$ cat src/rtl/bod_controller.sv
// Brown-out detection controller: periodic ADC sampling, threshold classification and debounced supervision.
// Optional BOD_HYST_EN adds HYST to the thresholds for recovery comparisons; undefined means zero hysteresis.
module bod_controller #(
  parameter int unsigned SAMPLE_DIV = 1000,
  parameter int unsigned DEB_CNT    = 4,
`ifdef BOD_HYST_EN
  parameter int unsigned HYST       = 256,
`endif
  parameter int unsigned HOLD_CYC   = 10000
) (
  input  logic        clk,
  input  logic        rst,
  input  logic        enable,
  input  logic [19:0] thresh_warn,
  input  logic [19:0] thresh_reset,
  output logic        adc_start,
  input  logic        adc_done,
  input  logic [19:0] adc_data,
  output logic        bod_warn,
  output logic        bod_reset,
  output logic        irq,
  output logic [1:0]  bod_state
);

  localparam int TMR_W  = (SAMPLE_DIV > 1) ? $clog2(SAMPLE_DIV) : 1;
  localparam int HOLD_W = (HOLD_CYC > 1) ? $clog2(HOLD_CYC) : 1;
  localparam logic [TMR_W-1:0]  TMR_LAST  = TMR_W'(SAMPLE_DIV - 1);
  localparam logic [HOLD_W-1:0] HOLD_LOAD = HOLD_W'(HOLD_CYC - 1);
  localparam logic [7:0]        DEB       = 8'(DEB_CNT);

  typedef enum logic [1:0] {S_OK = 2'd0, S_WARN = 2'd1, S_BO = 2'd2, S_HOLD = 2'd3} sup_t;
  typedef enum logic {SQ_IDLE = 1'b0, SQ_WAIT = 1'b1} seq_t;

  sup_t              state_q, state_d;
  seq_t              seq_q, seq_d;
  logic [TMR_W-1:0]  timer_q, timer_d;
  logic [HOLD_W-1:0] hold_q, hold_d;
  logic [7:0]        c_bo_q, c_bo_d, c_lo_q, c_lo_d, c_up_q, c_up_d;
  logic              start_q, start_d;
  logic              warn_q, warn_d, reset_q, reset_d, irq_q, irq_d;
  logic              sample_v, is_low, is_lm, up_w, up_r, up_sel;

  function automatic logic [7:0] sat_inc(input logic [7:0] v);
    return (v == 8'hFF) ? v : v + 8'd1;
  endfunction

  always_comb begin
    is_low = adc_data < thresh_reset;
    is_lm  = adc_data < thresh_warn;
`ifdef BOD_HYST_EN
    up_w = {1'b0, adc_data} >= ({1'b0, thresh_warn} + 21'(HYST));
    up_r = {1'b0, adc_data} >= ({1'b0, thresh_reset} + 21'(HYST));
`else
    up_w = !is_lm;
    up_r = !is_low;
`endif
  end

  // Sequencer; the sample is only accepted after the adc_start cycle
  always_comb begin
    seq_d    = seq_q;
    timer_d  = timer_q;
    start_d  = 1'b0;
    sample_v = 1'b0;
    case (seq_q)
      SQ_IDLE: begin
        if (timer_q == TMR_LAST) begin
          timer_d = '0;
          start_d = 1'b1;
          seq_d   = SQ_WAIT;
        end else begin
          timer_d = timer_q + 1'b1;
        end
      end
      SQ_WAIT: begin
        if (adc_done && !start_q) begin
          sample_v = 1'b1;
          seq_d    = SQ_IDLE;
          timer_d  = '0;
        end
      end
      default: seq_d = SQ_IDLE;
    endcase
    if (!enable) begin
      seq_d    = SQ_IDLE;
      timer_d  = '0;
      start_d  = 1'b0;
      sample_v = 1'b0;
    end
  end

  always_comb begin
    state_d = state_q;
    c_bo_d  = c_bo_q;
    c_lo_d  = c_lo_q;
    c_up_d  = c_up_q;
    hold_d  = hold_q;
    irq_d   = 1'b0;
    up_sel  = (state_q == S_WARN) ? up_w : ((state_q == S_BO) ? up_r : 1'b0);
    if (state_q == S_HOLD && hold_q != '0) hold_d = hold_q - 1'b1;
    if (sample_v) begin
      c_bo_d = is_low ? sat_inc(c_bo_q) : 8'd0;
      c_lo_d = is_lm  ? sat_inc(c_lo_q) : 8'd0;
      c_up_d = up_sel ? sat_inc(c_up_q) : 8'd0;
      case (state_q)
        S_OK: begin
          if (c_bo_d >= DEB)      state_d = S_BO;
          else if (c_lo_d >= DEB) state_d = S_WARN;
        end
        S_WARN: begin
          if (c_bo_d >= DEB)      state_d = S_BO;
          else if (c_up_d >= DEB) state_d = S_OK;
        end
        S_BO: begin
          if (c_up_d >= DEB) begin
            state_d = S_HOLD;
            hold_d  = HOLD_LOAD;
          end
        end
        S_HOLD: if (is_low) state_d = S_BO;
        default: state_d = S_OK;
      endcase
    end
    // A LOW sample outranks hold expiry in the same cycle
    if (state_q == S_HOLD && state_d == S_HOLD && hold_q == '0) state_d = S_WARN;
    if (state_d != state_q) begin
      c_bo_d = 8'd0;
      c_lo_d = 8'd0;
      c_up_d = 8'd0;
    end
    if ((state_d == S_BO && state_q != S_BO) || (state_q == S_OK && state_d == S_WARN)) irq_d = 1'b1;
    warn_d  = (state_d != S_OK);
    reset_d = (state_d == S_BO) || (state_d == S_HOLD);
  end

  always_ff @(posedge clk or posedge rst) begin
    if (rst) begin
      state_q <= S_OK;
      seq_q   <= SQ_IDLE;
      timer_q <= '0;
      hold_q  <= '0;
      c_bo_q  <= 8'd0;
      c_lo_q  <= 8'd0;
      c_up_q  <= 8'd0;
      start_q <= 1'b0;
      warn_q  <= 1'b0;
      reset_q <= 1'b0;
      irq_q   <= 1'b0;
    end else begin
      state_q <= state_d;
      seq_q   <= seq_d;
      timer_q <= timer_d;
      hold_q  <= hold_d;
      c_bo_q  <= c_bo_d;
      c_lo_q  <= c_lo_d;
      c_up_q  <= c_up_d;
      start_q <= start_d;
      warn_q  <= warn_d;
      reset_q <= reset_d;
      irq_q   <= irq_d;
    end
  end

  assign adc_start = start_q;
  assign bod_warn  = warn_q;
  assign bod_reset = reset_q;
  assign irq       = irq_q;
  assign bod_state = state_q;

endmodule
$ cat config.mk
export PLATFORM = sky130hd
export DESIGN_NAME = bod_controller
export DESIGN_NICKNAME = d
export VERILOG_FILES = /design/src/rtl/bod_controller.sv
export SDC_FILE = /design/constraint.sdc
export NUM_CORES = 1
export LEC_CHECK = 0
export ABC_CLOCK_PERIOD_IN_PS = 2400
export CAP_MARGIN = 40
export CELL_PAD_IN_SITES_DETAIL_PLACEMENT = 1
export CELL_PAD_IN_SITES_GLOBAL_PLACEMENT = 1
export CORE_MARGIN = 8
export CORE_UTILIZATION = 37
export CTS_BUF_LIST = sky130_fd_sc_hd__clkbuf_4
export CTS_CLUSTER_SIZE = 16
export DETAILED_ROUTE_END_ITERATION = 7
export GPL_ROUTABILITY_DRIVEN = 0
export HOLD_SLACK_MARGIN = 0.1
export PLACE_DENSITY = 0.76
export SYNTH_ARGS = -nofsm -noshare
export SYNTH_HDL_FRONTEND = slang
export SYNTH_SLANG_ARGS = --single-unit
$ cat constraint.sdc
create_clock -name clk -period 2.4 [get_ports clk]
set_input_delay 0.48 -clock clk [delete_from_list [all_inputs] [get_ports clk]]
set_output_delay 0.48 -clock clk [all_outputs]
set_load 0.02 [all_outputs]
## Yosys cells after proc, flatten, opt, wreduce, memory -nomap -nowiden

Cells that the tools add are included.

| storage, ports and cells | value |
|---|---|
| flip-flop bits (word level) | 55 |
| bits of input ports | 64 |
| output and inout port bits | 6 |

| operators by class | value |
|---|---|
| add/subtract/negate cells | 5 |
| magnitude comparators | 5 |
| equality and inequality tests | 14 |
| multiplexer cells | 41 |
| bitwise logic cells | 1 |
| reduce and logical (&&, ||, !) cells | 16 |

Operator list:

| cell | number |
|---|---|
| $mux W8 | 12 |
| $mux W14 | 4 |
| $lt A20 B20 Y1 | 2 |
| $mux W10 | 3 |
| $add A8 B1 Y8 const B | 3 |
| $eq A8 B8 Y1 const B | 3 |
| $ge A8 B3 Y1 const B | 3 |
| $pmux W10 S2 | 1 |
| $mux W2 | 8 |
| $logic_not A14 Y1 | 1 |
| $reduce_bool A14 Y1 | 1 |
| $sub A14 B1 Y14 const B | 1 |
| $mux W1 | 11 |
| $add A10 B1 Y10 const B | 1 |
| $eq A10 B10 Y1 const B | 1 |
| $eq A2 B2 Y1 const B | 5 |
| $pmux W2 S4 | 1 |
| $logic_and A1 B1 Y1 | 6 |
| $eq A2 B1 Y1 const B | 2 |
| $reduce_bool A2 Y1 | 2 |
| $logic_not A1 Y1 | 3 |
| $ne A3 B2 Y1 const B | 1 |
| $logic_not A2 Y1 | 1 |
| $logic_or A1 B1 Y1 | 2 |
| 4 further kinds | 4 |

## Longest topological paths before layout

| logic depth | value |
|---|---|
| depth after elaboration | 18 |
| mapped depth | 12 |
| depth with buffers taken out | 10 |

## Worst setup path after synthesis

OpenSTA, ideal clock, no wires.

| timing path | value |
|---|---|
| path kind | input -> register |
| start | in thresh_warn[7] |
| end | reg irq_q (netlist: irq) |
| library setup time | 0.124 ns |
| data arrival time | 2.586 ns |
| slack | -0.310 ns |
| stages on the path | 10 |
| path through | inv_1 > ha_1 > nand4_1 > o311a_1 > o31ai_1 > nor2_1 > clkbuf_1 > o31ai_1 > a21boi_0 > a211o_1 |

| between the ends | value |
|---|---|
| longest elaborated chain between the ends | 17 |
| elaborated cells on any way between the ends | 24 |

Ends and longest elaborated chain:

| what | RTL line | source |
|---|---|---|
| start, declared | 14 | `input logic [19:0] thresh_warn,` |
| $lt A20 B20 Y1 * | 49 | `is_lm = adc_data < thresh_warn;` |
| $logic_not A1 Y1 | 54 | `up_w = !is_lm;` |
| $mux W1 | 99 | `up_sel = (state_q == S_WARN) ? up_w : ((state_q == S_BO) ? up_r : 1'b0);` |
| $mux W8 | 104 | `c_up_d = up_sel ? sat_inc(c_up_q) : 8'd0;` |
| $ge A8 B3 Y1 | 112, 115 |  |
| $mux W2 | 112 | `else if (c_up_d >= DEB) state_d = S_OK;` |
| $mux W2 | 111 | `if (c_bo_d >= DEB) state_d = S_BO;` |
| $pmux W2 S4 * | 105 | `case (state_q)` |
| $mux W2 * | 101 | `if (sample_v) begin` |
| $eq A2 B2 Y1 | 125 | `if (state_q == S_HOLD && state_d == S_HOLD && hold_q == '0) state_d = S_WARN;` |
| $logic_and A1 B1 Y1 (2 in a row) | 125 |  |
| $mux W2 * | 125 |  |
| $eq A2 B2 Y1 / $eq A2 B1 Y1 (equally long branches) | 131 | `if ((state_d == S_BO && state_q != S_BO) \|\| (state_q == S_OK && state_d == S_WARN)) irq_d = 1'b1;` |
| $logic_and A1 B1 Y1 | 131 |  |
| $logic_or A1 B1 Y1 * | 131 |  |
| $mux W1 * | 131 |  |
| named net irq_d | 40 | `logic warn_q, warn_d, reset_q, reset_d, irq_q, irq_d;` |
| end signal, assigned | 160 | `irq_q <= irq_d;` |
| end, declared | 40 |  |

Mark *: on every way through the listed nets, which the timed path passes. The rest lies on a longest branch.
A chain may end at the register's enable or synchronous reset.

## Worst setup path after layout

| timing path | value |
|---|---|
| start | reg hold_q[5] |
| end | reg c_up_q[3] |

| between the ends | value |
|---|---|
| longest elaborated chain between the ends | 5 |
| elaborated cells on any way between the ends | 6 |

Ends and longest elaborated chain:

| what | RTL line | source |
|---|---|---|
| start, declared | 37 | `logic [HOLD_W-1:0] hold_q, hold_d;` |
| start signal, assigned | 153 | `hold_q <= hold_d;` |
| $logic_not A14 Y1 * | 125 |  |
| $logic_and A1 B1 Y1 * | 125 |  |
| $mux W2 * | 125 |  |
| $ne A2 B2 Y1 * | 126 | `if (state_d != state_q) begin` |
| $mux W8 / $reduce_bool A2 Y1 (equally long branches) | -- |  |
| end signal, assigned | 156 | `c_up_q <= c_up_d;` |
| end, declared | 38 | `logic [7:0] c_bo_q, c_bo_d, c_lo_q, c_lo_d, c_up_q, c_up_d;` |

Mark *: on every way between the ends. The rest lies on a longest branch, timed or not.

==> results.ini <==
[place]
postPlaceCellArea_um2 = 5619
hpwl_um = 10290
place_inst = 763
port_buffers = 69

[yosys]
synthArstFlopShare_pct = 100.0
ys.flop_type = dfrtp_1
yosysSeqAreaShare_pct = 32.66
syn_nets = 594
synth.avg_cell_area_um2 = 8.496
synth_compound_area_share_pct = 18.29
synth_cell_type_count = 63
syn_inst = 487
yosys_warnings = 0
synth_top_family_by_area = simple AND/OR/NAND/NOR gates
synth_area_um2 = 4138
synth_xor_xnor_area_share_pct = 3.810
synth-seq-cells = 54
synth-edff-count = 0
synthMuxAreaShare_pct = 0.4838
synthAdderAreaFrac_pct = 13.00
synth-simple-area-share_pct = 25.49

[clocking]
cts.path.max_buffers = 2
cts-root-buf = clkbuf_4
cts_tree = built
clk_pin_slew_ns = 0.16
clock-sinks = 54
htree_levels = 2
cts_buffers = 5
clk-insertion-delay-late_ns = 0.42

[finish]
area_delta_synth_final_pct = 56.85
final_cell_mix = buf_4 (94), dfrtp_1 (54), nand2_1 (33), nor2_1 (32), ha_4 (27)
layout.nets = 753
diodes = 0
drive_gt1_share_pct = 41.80
design_area_um2 = 6490
layout_commonest_cell = buf_4
fill_cells = 1249
fin_cells = 786
post-route-util_pct = 59.61

[floorplanning]
rows = 38
coreArea_um2 = 10890
die_y_um = 121.8
die_x_um = 121.8
start_util_pct = 38.00
die_area_um2 = 14820
io_pins = 70

[routing]
drt_first_pass_iters = 4
wire_per_inst_um = 22.86
dr.first_iter.drc_count = 206
drt_wl_total_um = 17970
drc = 0
viasPerCell = 5.888
ant_nets = 0
num_vias = 4628

[sta]
fin_crit_sh_pct = 109.6
fmax_ghz = 0.3801
relSlewSlack_pct = 64.80
setup_viol = 39
rsz0062_at_grt = yes
slew_viol_final = 0
fin_crit_ns = 2.631
finalHoldViolations = 0
clock_skew_ns = 0.03476
tightest_slew_ns = 0.5269
final.setup.worst_slack_ns = -0.2311

[grt]
antenna_found_initial = 0
grt_max_degree = 38
grt_pass1_wl_um = 26670
grt-ovfl-total = 0
first_global_vias = 5059
grt_util_all_layers_pct = 22.56

[pwr]
p_per_area_nw_per_um2 = 337.9
switching_share_pct = 33.56
pwr-share-seq_pct = 44.9
p_leak_nw = 2.779
p_comb_share_pct = 35.4
internal-power_w = 0.001457
worst_ir_drop_vdd_mv = 0.4013
power.switching_w = 0.0007359
clock_power_share_pct = 19.6

[worst_setup_path]
r2r_setup_slack_ns = -0.23
cp_slowest_cell = or4_4
critPathBufInv = 0
r2r_cells = 6
path_common_cell = or4_4
crit_cells = 6
cp-end-kind = register
reg2reg_from = hold_q[5]
cp_data_arrival_time_ns = 2.92
r2r_end = c_up_q[3]
path_delay_family = simple AND/OR/NAND/NOR gates
crit_type = register to register
critPathMaxFanout = 6
cp_slowest_stage_delay_ns = 0.55
worstPathCellList = or4_4 > or4_4 > or3_4 > a21oi_4 > o32a_4 > nor3_2
required_ns = 2.69
start_kind = register

[worst_hold_path]
hold_class = primary input to async pin

[status]
outcome = finished, violations left
violations = negative setup slack

[job]
max-cap-violations = 0

[cell type report]
cell class / count / area, um^2 / area share, %
multi-input cells: 374 / 3423 / 52.75
flip-flops and latches: 54 / 1351 / 20.82
repair buffers: 166 / 1318 / 20.30
well taps: 140 / 175.2 / 2.699
inverters: 45 / 171.4 / 2.641
clock buffers: 5 / 37.54 / 0.5784
clock inverters: 2 / 13.76 / 0.2121
[cell families after synthesis]
group,after synthesis
simple gates,195
compound gates,113
buf+inv,62
flops,54
fa+ha+maj,43
xor+xnor,18
mux,2
[power by group through the flow]
stage | clock (W) | sequential, W | combinational (W)
3_5_place_dp | 0 | 0.00100 | 0.000603
6_report | 0.000430 | 0.000985 | 0.000777
2_1_floorplan | 0 | 0.00101 | 0.000274
4_1_cts | 0.000433 | 0.000984 | 0.000706
5_1_grt | 0.000463 | 0.000991 | 0.000850
3_3_place_gp | 0 | 0.000997 | 0.000575
[sequential cells by signal (all words and copies together) (netlist names)]
register and flops:
c_lo_q 8, adc_start 1, seq_q 1, bod_warn 1, irq 1, hold_q 14
c_up_q 8, c_bo_q 8, bod_state 1, bod_reset 1, timer_q 10
[cells in the mapped netlist, types with 3 or more instances]
cell type,count,area [um^2]
or3_1,5,31.28
ha_1,43,538.0
buf_6,3,33.78
a31oi_1,5,31.28
nand2_1,36,135.1
xnor2_1,11,96.34
nor3_1,21,105.1
inv_1,45,168.9
and4_1,5,43.79
dfrtp_1,54,1351
nand2b_1,8,50.05
a41oi_1,3,26.28
nand3b_1,5,37.54
xor2_1,7,61.31
nand4_1,15,93.84
o31ai_1,8,60.06
and3_1,8,50.05
nor4_1,4,25.02
a21oi_1,37,185.2
nand3_1,22,110.1
nor2b_1,8,50.05
a211oi_1,5,37.54
and2_1,5,31.28
o22ai_1,3,18.77
or4_1,3,22.52
nor2_1,36,135.1
a21o_1,4,30.03
clkbuf_1,12,45.04
o21ai_0,24,120.1
[stage by stage]
stage | total power [W] | setup slack, ns | hold WS (ns) | setup TNS (ns)
after global placement | 0.001573 | -0.8478 | 0.4669 | -27.98
after global routing | 0.002305 | -0.3799 | 0.3928 | -11.02
after CTS | 0.002122 | -0.1037 | 0.3684 | -2.548
after floorplan | 0.001279 | -0.08336 | 0.4448 | -1.688
final | 0.002193 | -0.2311 | 0.3653 | -5.881
after detailed placement | 0.001603 | -0.9272 | 0.4787 | -30.44
[metal layers]
metal  wire [um]  vias up  share of wire (%)  track usage [%]
met1        6893     2339                 38            24.95
li1            -     2102                  -                -
met5           0        -                  0                0
met2        9674      139                 54            41.95
met4         713        0                4.0            9.021
met3         685       48                3.8            3.656
[what timing repair did]
item                                    4_1_cts  5_1_grt
endpoints found under the setup margin       42       41
gates resized for setup                     210       71
buffers inserted                             11        4
hold buffers                                  0        0
cloned                                        3        0
pin swaps                                    76       17
[worst max-delay path by stage]
stage                     startpoint         to  slack (ns)
floorplan             thresh_warn[7]        irq       -0.08
global placement    thresh_reset[17]  c_up_q[6]       -0.85
detailed placement   thresh_reset[1]  c_up_q[7]       -0.93
CTS                        hold_q[5]  c_up_q[3]       -0.10
global route               c_bo_q[4]   bod_warn       -0.38
finish                     hold_q[5]  c_up_q[3]       -0.23
[worst register-to-register path, stage by stage, from the launching register on]
cell and delay (ns):
dfrtp_1 0.43, or4_4 0.55, or4_4 0.51, or3_4 0.37
a21oi_4 0.30, o32a_4 0.32, nor3_2 0.07
(Power assumes the default switching activity.)
